**src/rtl/game_countdown_timer.sv**
```systemverilog
// Round countdown timer: counts mm:ss down on each one_sec_tick while running,
// with start/restart, pause toggle and bonus-time insertion. All outputs are
// registered, so each response appears the cycle after its input is sampled.
// Optional build macro WARN_BLINK_EN: the low-time warning blinks (toggles per
// accepted tick) instead of being a steady level.
//
// Handshake: every control input (start, pause, add_bonus, one_sec_tick) is a
// single-cycle pulse sampled on the rising edge; there is no back-pressure.
// The FSM state is observable through running/paused/expired (all low = IDLE).
module game_countdown_timer #(
  parameter int INIT_MIN  = 2,
  parameter int INIT_SEC  = 0,
  parameter int BONUS_SEC = 5,
  parameter int WARN_SECS = 10
) (
  input  logic       clk,
  input  logic       rst,
  input  logic       one_sec_tick,
  input  logic       start,
  input  logic       pause,
  input  logic       add_bonus,
  output logic [3:0] min_tens,
  output logic [3:0] min_ones,
  output logic [3:0] sec_tens,
  output logic [3:0] sec_ones,
  output logic       running,
  output logic       paused,
  output logic       expired,
  output logic       time_up,
  output logic       warn
);

  localparam logic [1:0] S_IDLE  = 2'd0;
  localparam logic [1:0] S_RUN   = 2'd1;
  localparam logic [1:0] S_PAUSE = 2'd2;
  localparam logic [1:0] S_EXP   = 2'd3;

  localparam logic [3:0] INIT_MT = 4'(INIT_MIN / 10);
  localparam logic [3:0] INIT_MO = 4'(INIT_MIN % 10);
  localparam logic [3:0] INIT_ST = 4'(INIT_SEC / 10);
  localparam logic [3:0] INIT_SO = 4'(INIT_SEC % 10);

  localparam logic [5:0] BONUS_FULL = 6'(BONUS_SEC);
  localparam logic [5:0] BONUS_NET  = 6'(BONUS_SEC - 1);
  localparam logic [5:0] WARN_LIM   = 6'(WARN_SECS);

  logic [1:0] state, state_nxt;
  logic [3:0] mt_n, mo_n, st_n, so_n;
  logic       tu_nxt, warn_nxt, win_nxt;
  logic       is_zero, is_one;
  logic [5:0] sec_bin, sec_n_bin;
  logic [5:0] add_amt, add_sec;
  logic [6:0] add_sum;
  logic       add_carry;
  logic [3:0] add_mt, add_mo, add_st, add_so;
  logic [3:0] dec_mt, dec_mo, dec_st, dec_so;

  assign sec_bin   = ({2'b00, sec_tens} * 6'd10) + {2'b00, sec_ones};
  assign sec_n_bin = ({2'b00, st_n} * 6'd10) + {2'b00, so_n};
  assign is_zero   = (min_tens == 4'd0) && (min_ones == 4'd0) &&
                     (sec_tens == 4'd0) && (sec_ones == 4'd0);
  assign is_one    = (min_tens == 4'd0) && (min_ones == 4'd0) &&
                     (sec_tens == 4'd0) && (sec_ones == 4'd1);

  // Bonus addition: seconds carry into minutes, clamped at 99:59. A tick in
  // the same RUN cycle is folded in by adding one second less.
  always_comb begin
    add_amt   = (state == S_RUN && one_sec_tick) ? BONUS_NET : BONUS_FULL;
    add_sum   = {1'b0, sec_bin} + {1'b0, add_amt};
    add_carry = (add_sum >= 7'd60);
    add_sec   = add_carry ? 6'(add_sum - 7'd60) : add_sum[5:0];
    add_st    = 4'd0;
    if      (add_sec >= 6'd50) add_st = 4'd5;
    else if (add_sec >= 6'd40) add_st = 4'd4;
    else if (add_sec >= 6'd30) add_st = 4'd3;
    else if (add_sec >= 6'd20) add_st = 4'd2;
    else if (add_sec >= 6'd10) add_st = 4'd1;
    add_so = 4'(add_sec - ({2'b00, add_st} * 6'd10));
    add_mt = min_tens;
    add_mo = min_ones;
    if (add_carry) begin
      if (min_ones != 4'd9) begin
        add_mo = min_ones + 4'd1;
      end else if (min_tens != 4'd9) begin
        add_mo = 4'd0;
        add_mt = min_tens + 4'd1;
      end else begin
        add_st = 4'd5;
        add_so = 4'd9;
      end
    end
  end

  // One-second BCD decrement with borrow; only used when time is non-zero.
  always_comb begin
    dec_mt = min_tens;
    dec_mo = min_ones;
    dec_st = sec_tens;
    dec_so = sec_ones;
    if (sec_ones != 4'd0) begin
      dec_so = sec_ones - 4'd1;
    end else begin
      dec_so = 4'd9;
      if (sec_tens != 4'd0) begin
        dec_st = sec_tens - 4'd1;
      end else begin
        dec_st = 4'd5;
        if (min_ones != 4'd0) begin
          dec_mo = min_ones - 4'd1;
        end else begin
          dec_mo = 4'd9;
          dec_mt = min_tens - 4'd1;
        end
      end
    end
  end

  // Next state and digits; start beats pause, pause beats bonus/tick.
  always_comb begin
    state_nxt = state;
    mt_n      = min_tens;
    mo_n      = min_ones;
    st_n      = sec_tens;
    so_n      = sec_ones;
    tu_nxt    = 1'b0;
    if (start) begin
      state_nxt = S_RUN;
      mt_n = INIT_MT; mo_n = INIT_MO; st_n = INIT_ST; so_n = INIT_SO;
    end else begin
      case (state)
        S_RUN: begin
          if (pause) begin
            state_nxt = S_PAUSE;
          end else if (add_bonus) begin
            mt_n = add_mt; mo_n = add_mo; st_n = add_st; so_n = add_so;
          end else if (is_zero) begin
            state_nxt = S_EXP;
            tu_nxt    = 1'b1;
          end else if (one_sec_tick) begin
            mt_n = dec_mt; mo_n = dec_mo; st_n = dec_st; so_n = dec_so;
            if (is_one) begin
              state_nxt = S_EXP;
              tu_nxt    = 1'b1;
            end
          end
        end
        S_PAUSE: begin
          if (pause) begin
            state_nxt = S_RUN;
          end else if (add_bonus) begin
            mt_n = add_mt; mo_n = add_mo; st_n = add_st; so_n = add_so;
          end
        end
        default: begin
        end
      endcase
    end
  end

  // Low-time window: 1..WARN_SECS seconds left while RUN or PAUSE.
  assign win_nxt = ((state_nxt == S_RUN) || (state_nxt == S_PAUSE)) &&
                   (mt_n == 4'd0) && (mo_n == 4'd0) &&
                   (sec_n_bin != 6'd0) && (sec_n_bin <= WARN_LIM);

`ifdef WARN_BLINK_EN
  logic in_win;
  logic tick_dec;

  assign tick_dec = (state == S_RUN) && !start && !pause && !add_bonus &&
                    one_sec_tick && !is_zero;

  // Blinking warning: set on window entry, toggled per decrementing tick.
  always_comb begin
    warn_nxt = 1'b0;
    if (win_nxt) begin
      if (!in_win || start) warn_nxt = 1'b1;
      else if (tick_dec)    warn_nxt = !warn;
      else                  warn_nxt = warn;
    end
  end

  // Remember whether the previous cycle was already inside the window.
  always_ff @(posedge clk) begin
    if (rst) in_win <= 1'b0;
    else     in_win <= win_nxt;
  end
`else
  assign warn_nxt = win_nxt;
`endif

  // Register state, digits and all status outputs.
  always_ff @(posedge clk) begin
    if (rst) begin
      state    <= S_IDLE;
      min_tens <= INIT_MT;
      min_ones <= INIT_MO;
      sec_tens <= INIT_ST;
      sec_ones <= INIT_SO;
      running  <= 1'b0;
      paused   <= 1'b0;
      expired  <= 1'b0;
      time_up  <= 1'b0;
      warn     <= 1'b0;
    end else begin
      state    <= state_nxt;
      min_tens <= mt_n;
      min_ones <= mo_n;
      sec_tens <= st_n;
      sec_ones <= so_n;
      running  <= (state_nxt == S_RUN);
      paused   <= (state_nxt == S_PAUSE);
      expired  <= (state_nxt == S_EXP);
      time_up  <= tu_nxt;
      warn     <= warn_nxt;
    end
  end

endmodule
```
**config.mk**
```make
export PLATFORM = sky130hd
export DESIGN_NAME = game_countdown_timer
export DESIGN_NICKNAME = d
export VERILOG_FILES = /design/src/rtl/game_countdown_timer.sv
export SDC_FILE = /design/constraint.sdc
export NUM_CORES = 1
export LEC_CHECK = 0
export CORE_ASPECT_RATIO = 0.6
export CORE_MARGIN = 2
export CORE_UTILIZATION = 30
export CTS_CLUSTER_DIAMETER = 40
export CTS_CLUSTER_SIZE = 24
export DETAILED_ROUTE_END_ITERATION = 8
export GPL_TIMING_DRIVEN = 1
export PLACE_DENSITY_LB_ADDON = 0.05
export SYNTH_ARGS = -nofsm -noshare
export SYNTH_HDL_FRONTEND = slang
export SYNTH_SLANG_ARGS = --single-unit
export TNS_END_PERCENT = 50
```
**constraint.sdc**
```tcl
create_clock -name clk -period 22.5 [get_ports clk]
set_clock_uncertainty 0.2 [all_clocks]
set_input_delay 6.75 -clock clk [delete_from_list [all_inputs] [get_ports clk]]
set_output_delay 6.75 -clock clk [all_outputs]
set_load 0.005 [all_outputs]
```
==> results of run 1 <==
-- sequential cells by signal (all words and copies together) (netlist names) --
name	flops
min_ones	4
paused	1
expired	1
state	2
min_tens	4
time_up	1
warn	1
sec_ones	4
running	1
sec_tens	4
-- kinds of logic (layout without fill, tap and decap cells) --
group / after synthesis / in the layout / share of synthesized area [%]
flip-flops: 23 / 23 / 13.7
multiplexers: 6 / 6 / 1.86
buffers and inverters: 53 / 67 / 6.90
XOR/XNOR: 17 / 17 / 5.52
adder cells (fa/ha/maj): 35 / 35 / 13.7
AO/OA/AOI/OAI: 144 / 144 / 31.9
AND/OR/NAND/NOR: 175 / 175 / 26.4
-- critical path: cells and delay by family --
kind | cells | cell delay [ps]
xor gates and xnor gates | 2 | 400
AOI/OAI and AO/OA | 11 | 2630
buffers and inverters | 4 | 850
muxes | 1 | 450
adders and majority gates | 5 | 1440
and+or+nand+nor | 7 | 1070
-- metal layers --
metal / global-route usage, % / vias to the layer above / wire length (um)
li1: - / 1700 / -
met1: 35.0 / 1685 / 6750
met2: 25.5 / 141 / 4110
met3: 4.36 / 4 / 1040
met4: 2.27 / 0 / 38
met5: 0 / - / 0
-- how the worst max path moves through the flow --
stage / slack [ps] / to / depth (start not counted)
2_1_floorplan: 10120 / warn / 31
3_3_place_gp: 8910 / warn / 30
3_5_place_dp: 8630 / warn / 30
4_1_cts: 8890 / warn / 30
5_1_grt: 8280 / warn / 30
6_report: 8910 / warn / 30
-- power groups by stage --
stage / Sequential [mW] / Clock [mW] / Combinational (mW)
after global routing: 0.0438 / 0.0448 / 0.0543
after floorplan: 0.0438 / 0 / 0.0336
after global placement: 0.0446 / 0 / 0.0488
final: 0.0436 / 0.0420 / 0.0491
after detailed placement: 0.0445 / 0 / 0.0480
after CTS: 0.0436 / 0.0433 / 0.0483
-- metrics by stage --
| step | util [%] | worst slack (ps) | instance area, um^2 | std cells |
|---|---|---|---|---|
| global placement | 34.6 | 8910 | 3710 | 602 |
| floorplan | - | 10120 | 3350 | 453 |
| detailed placement | 34.6 | 8630 | 3710 | 602 |
| CTS | 35.4 | 8890 | 3800 | 606 |
| finish | 35.4 | 8910 | 3800 | 606 |
| global route | 35.4 | 8280 | 3800 | 606 |
-- synth_stat cells, types with 3 or more instances --
cell type  instances  area share (%)
fa_1               3             1.8
o31ai_1            3            0.67
buf_6              4             1.3
nor2b_1           11             2.1
inv_1             30             3.4
dfxtp_1           23              14
mux2i_1            4             1.2
ha_1              32              12
nand4_1            6             1.1
nor4_1             6             1.1
a21boi_0           4            0.90
clkbuf_1          14             1.6
and2_1             5            0.93
nand3_1           15             2.2
nor2_1            45             5.0
o21ai_0           33             4.9
a22oi_1            3            0.67
a211oi_1           5             1.1
a31oi_1            9             1.7
a221o_1            3            0.90
a21o_1             3            0.67
o211ai_1           4            0.90
xnor2_1           12             3.1
nor3_1            22             3.3
nand2_1           41             4.6
o221ai_1           4             1.0
nand2b_1           3            0.56
o22ai_1            3            0.56
a21oi_1           28             4.2
a221oi_1           3            0.78
-- area by class of cell --
cell class | count | area (um^2) | share of cell area, %
Timing Repair Buffer | 31 | 298 | 7.84
Clock buffer | 3 | 75.1 | 1.98
Sequential cell | 23 | 460 | 12.1
Tap cell | 139 | 174 | 4.58
Inverter | 32 | 120 | 3.16
Clock inverter | 1 | 7.51 | 0.198
Multi-Input combinational cell | 377 | 2660 | 70.1
==> impl_metrics.tcl, run 1 <==
set metrics [dict create \
    antenna_cells 0 \
    setup_violations 0 \
    cts_buffers 3 \
    path_max_fanout 11 \
    clockBufferDepth 2 \
    clkPwrFrac_pct 31.2 \
    core_mm2 0.0107 \
    postRouteAntennaNets 0 \
    path_class "primary input to register" \
    ys_ff_latch 23 \
    drt_iter0_drc 319 \
    power.total_uw 135 \
    final_common_cell "nor2_1" \
    min-delay-start "state[0]" \
    hp-class "register to register" \
    cts-root-buf "clkbuf_16" \
    fin_crit_ps 13590 \
    start_kind "primary input" \
    synth.distinct_cells 87 \
    post_drt_wl_per_cell_um 19.7 \
    yosysSeqAreaShare_pct 13.7 \
    slowest_delay_ps 600 \
    ys_dominant_reg_cell "dfxtp_1" \
    hold_slack_ps 505 \
    drc 0 \
    postCtsHoldBufs 0 \
    die_area_mm2 0.0121 \
    cts-resized-gates 0 \
    path_clk_slew_ps 70 \
    netlist_instances 453 \
    first_global_vias 3188 \
    initial_utilization_pct 31.2 \
    r2r-end "warn" \
    syn_area_mm2 0.00335 \
    grt_pass1_wl_um 19100 \
    seq_power_share_pct 32.4 \
    n_fill_cell 1171 \
    synth_edf_count 0 \
    outcome "complete, no violations" \
    r2r_start "sec_tens[0]" \
    worst-endpoint-required_ps 22490 \
    vias 3530 \
    power.density_mw_per_mm2 35.5 \
    p_sw_uw 50.7 \
    crit_arrival_ps 13580 \
    p_comb_share_pct 36.5 \
    firstDrtPassIters 5 \
    synth_nets 494 \
    drv_slew 0 \
    die_x_um 141 \
    vias_per_cell 5.83 \
    swShare_pct 37.6 \
    tightest_slew_ps 835 \
    gp_congestion 0.882 \
    internal-power_uw 84.0 \
    rrSetupSlack_ps 14860 \
    fmax_ghz 0.0736 \
    period_share_pct 60.4 \
    die_y_um 85.9 \
    hold_end "state[0]" \
    grt-ovfl-total 0 \
    whs_path_depth 4 \
    clock_sinks 23 \
    crit_top_cell "ha_1" \
    drv_cap 0 \
    ios 27 \
    p_leak_nw 1.47 \
    drive_above_1_share_pct 7.49 \
    critical_path.endpoint_type "register" \
    grt_max_degree 33 \
    async_reset_ff_share_pct 0 \
    synth.avg_cell_area_um2 7.41 \
    postCtsSetupBuffers 0 \
    portBuffers 26 \
    ir_drop_v 0.0000224 \
    clock_latency_ps 270 \
    row_count 29 \
    cp_slowest_cell "clkdlybuf4s50_1" \
    crit_start "one_sec_tick" \
    layout.nets 509 \
    hold_violations 0 \
    dpl.hpwl_um 9110 \
    most-common-layout-cells "nor2_1 (45), nand2_1 (41), o21ai_0 (33)" \
    area_growth_pct 13.2 \
    reg2reg_depth 30 \
    antenna_found_initial 1 \
    globalRouteTotalUtil_pct 20.5 \
    setup-tns-final_ps 0 \
    yosysWarnings 0 \
    cts_tree "built" \
    routed_wl_um 11900 \
    rsz0062_at_grt "no" \
    htree_levels 1 \
    relSlewSlack_pct 44.2 \
]
No activity file was read; power rests on OpenSTA's default activity.
==> run 2, diff against run 1 <==
==> constraint.sdc (replaced) <==
create_clock -name clk -period 11.6 [get_ports clk]
set_clock_uncertainty 0.2 [all_clocks]
set_input_delay 3.48 -clock clk [delete_from_list [all_inputs] [get_ports clk]]
set_output_delay 3.48 -clock clk [all_outputs]
set_load 0.005 [all_outputs]
==> run 2 against run 1 <==
  * Via count hardly changed
  * Clock-buffer cell count is 1 higher
  * Critical path depth stayed put
  * Sequential power is 94% higher
  * Core utilization hardly changed
  * Worst hold slack worse by 3.1 ps
  * Global-route usage is 0.32 points lower
  * Register-to-register slack worse by 11000 ps
==> impl_metrics.tcl, run 2 (same netlist as run 1, synthesis figures left out) <==
set metrics [dict create \
    final_common_cell "nor2_1" \
    stdcell_area_mm2 0.00379 \
    routed_wl_um 11900 \
    first_global_vias 3210 \
    r2r_start "sec_tens[0]" \
    whs_path_depth 2 \
    grt-ovfl-total 0 \
    cp_slowest_cell "clkdlybuf4s50_1" \
    post_drt_wl_per_cell_um 19.7 \
    clkPwrFrac_pct 30.6 \
    cts-root-buf "clkbuf_16" \
    swShare_pct 37.3 \
    p_sw_uw 96.9 \
    firstDrtPassIters 5 \
    finalNonFillerCells 606 \
    drt_iter0_drc 234 \
    portBuffers 26 \
    rsz0062_at_grt "no" \
    register_area_um2 460 \
    grt_max_degree 33 \
    drv_cap 0 \
    drc 0 \
    setup_violations 0 \
    ios 27 \
    period_share_pct 90.3 \
    clock_sinks 23 \
    crit_arrival_ps 10450 \
    area_growth_pct 13.1 \
    setup-tns-final_ps 0 \
    fin_crit_ps 10470 \
    rrSetupSlack_ps 3770 \
    outcome "complete, no violations" \
    ir_drop_v 0.0000418 \
    clock_latency_ps 260 \
    layout.nets 509 \
    postRouteAntennaNets 0 \
    initial_utilization_pct 31.2 \
    clockBufferDepth 2 \
    crit_top_cell "ha_1" \
    seq_power_share_pct 32.6 \
    cts-resized-gates 0 \
    drive_above_1_share_pct 7.28 \
    hp-class "register to register" \
    die_y_um 85.9 \
    cts_tree "built" \
    dpl.hpwl_um 9000 \
    min-delay-start "state[1]" \
    row_count 29 \
    r2r-end "warn" \
    n_fill_cell 1171 \
    globalRouteTotalUtil_pct 20.2 \
    die_area_mm2 0.0121 \
    postCtsSetupBuffers 0 \
    p_leak_nw 1.47 \
    place_area_mm2 0.00371 \
    relSlewSlack_pct 43.3 \
    gp_congestion 0.881 \
    critical_path.endpoint_type "register" \
    antenna_cells 0 \
    hold_end "state[1]" \
    place_inst 602 \
    die_x_um 141 \
    vias 3529 \
    grt_pass1_wl_um 19000 \
    power.total_uw 260 \
    htree_levels 1 \
    cts_buffers 3 \
    slowest_delay_ps 610 \
    reg2reg_depth 30 \
    power.density_mw_per_mm2 68.5 \
    p_comb_share_pct 36.8 \
    tightest_slew_ps 848 \
    worst-endpoint-required_ps 11580 \
    internal-power_uw 163 \
    postCtsHoldBufs 0 \
    multiInputGateArea_mm2 0.00266 \
    core_mm2 0.0107 \
    hold_violations 0 \
    path_clk_slew_ps 60 \
    fmax_ghz 0.0955 \
    vias_per_cell 5.82 \
    drv_slew 0 \
    path_max_fanout 11 \
    antenna_found_initial 1 \
    most-common-layout-cells "nor2_1 (45), nand2_1 (41), o21ai_0 (33)" \
    path_class "primary input to register" \
    start_kind "primary input" \
]
## run 2: worst max path at each step
stage | start | endpoint | slack [ps]
after floorplan | one_sec_tick | warn | 2490
after global placement | one_sec_tick | warn | 1280
after detailed placement | one_sec_tick | warn | 990
after CTS | one_sec_tick | warn | 1200
after global routing | one_sec_tick | warn | 630
final | one_sec_tick | warn | 1130
## run 2: power groups by stage
stage,Combinational [mW],Clock (mW),Sequential [mW]
6_report,0.0956,0.0796,0.0847
5_1_grt,0.105,0.0839,0.0851
4_1_cts,0.0937,0.0813,0.0847
3_5_place_dp,0.0930,0,0.0864
3_3_place_gp,0.0946,0,0.0865
2_1_floorplan,0.0652,0,0.0850
## run 2: area by class of cell
class                      instances  area share, %
multi-input combinational        377           70.2
sequential                        23           12.1
timing repair buffer              31           7.85
tap                              139           4.58
inverter                          32           3.17
clock buffer                       4           2.08
## run 2: routing by layer
layer / global-route usage, % / routed length, um
met1: 34.5 / 6900
met2: 25.8 / 4200
met3: 4.02 / 804
met4: 1.18 / 25
met5: 0 / 0
## run 2: worst max-delay path: cells and delay by family
family                   cells  cell delay [ps]
XOR/XNOR                     2              400
adder cells (fa/ha/maj)      5             1420
buffers and inverters        4              860
AND/OR/NAND/NOR              7             1120
multiplexers                 1              450
AO/OA/AOI/OAI               11             2720
## run 2: metrics by stage
step / utilization, % / hold WS, ps / setup WS (ps)
CTS: 35.3 / 512 / 1200
detailed placement: 34.6 / 492 / 992
finish: 35.3 / 502 / 1130
floorplan: - / 394 / 2490
global route: 35.3 / 591 / 633
global placement: 34.6 / 479 / 1280
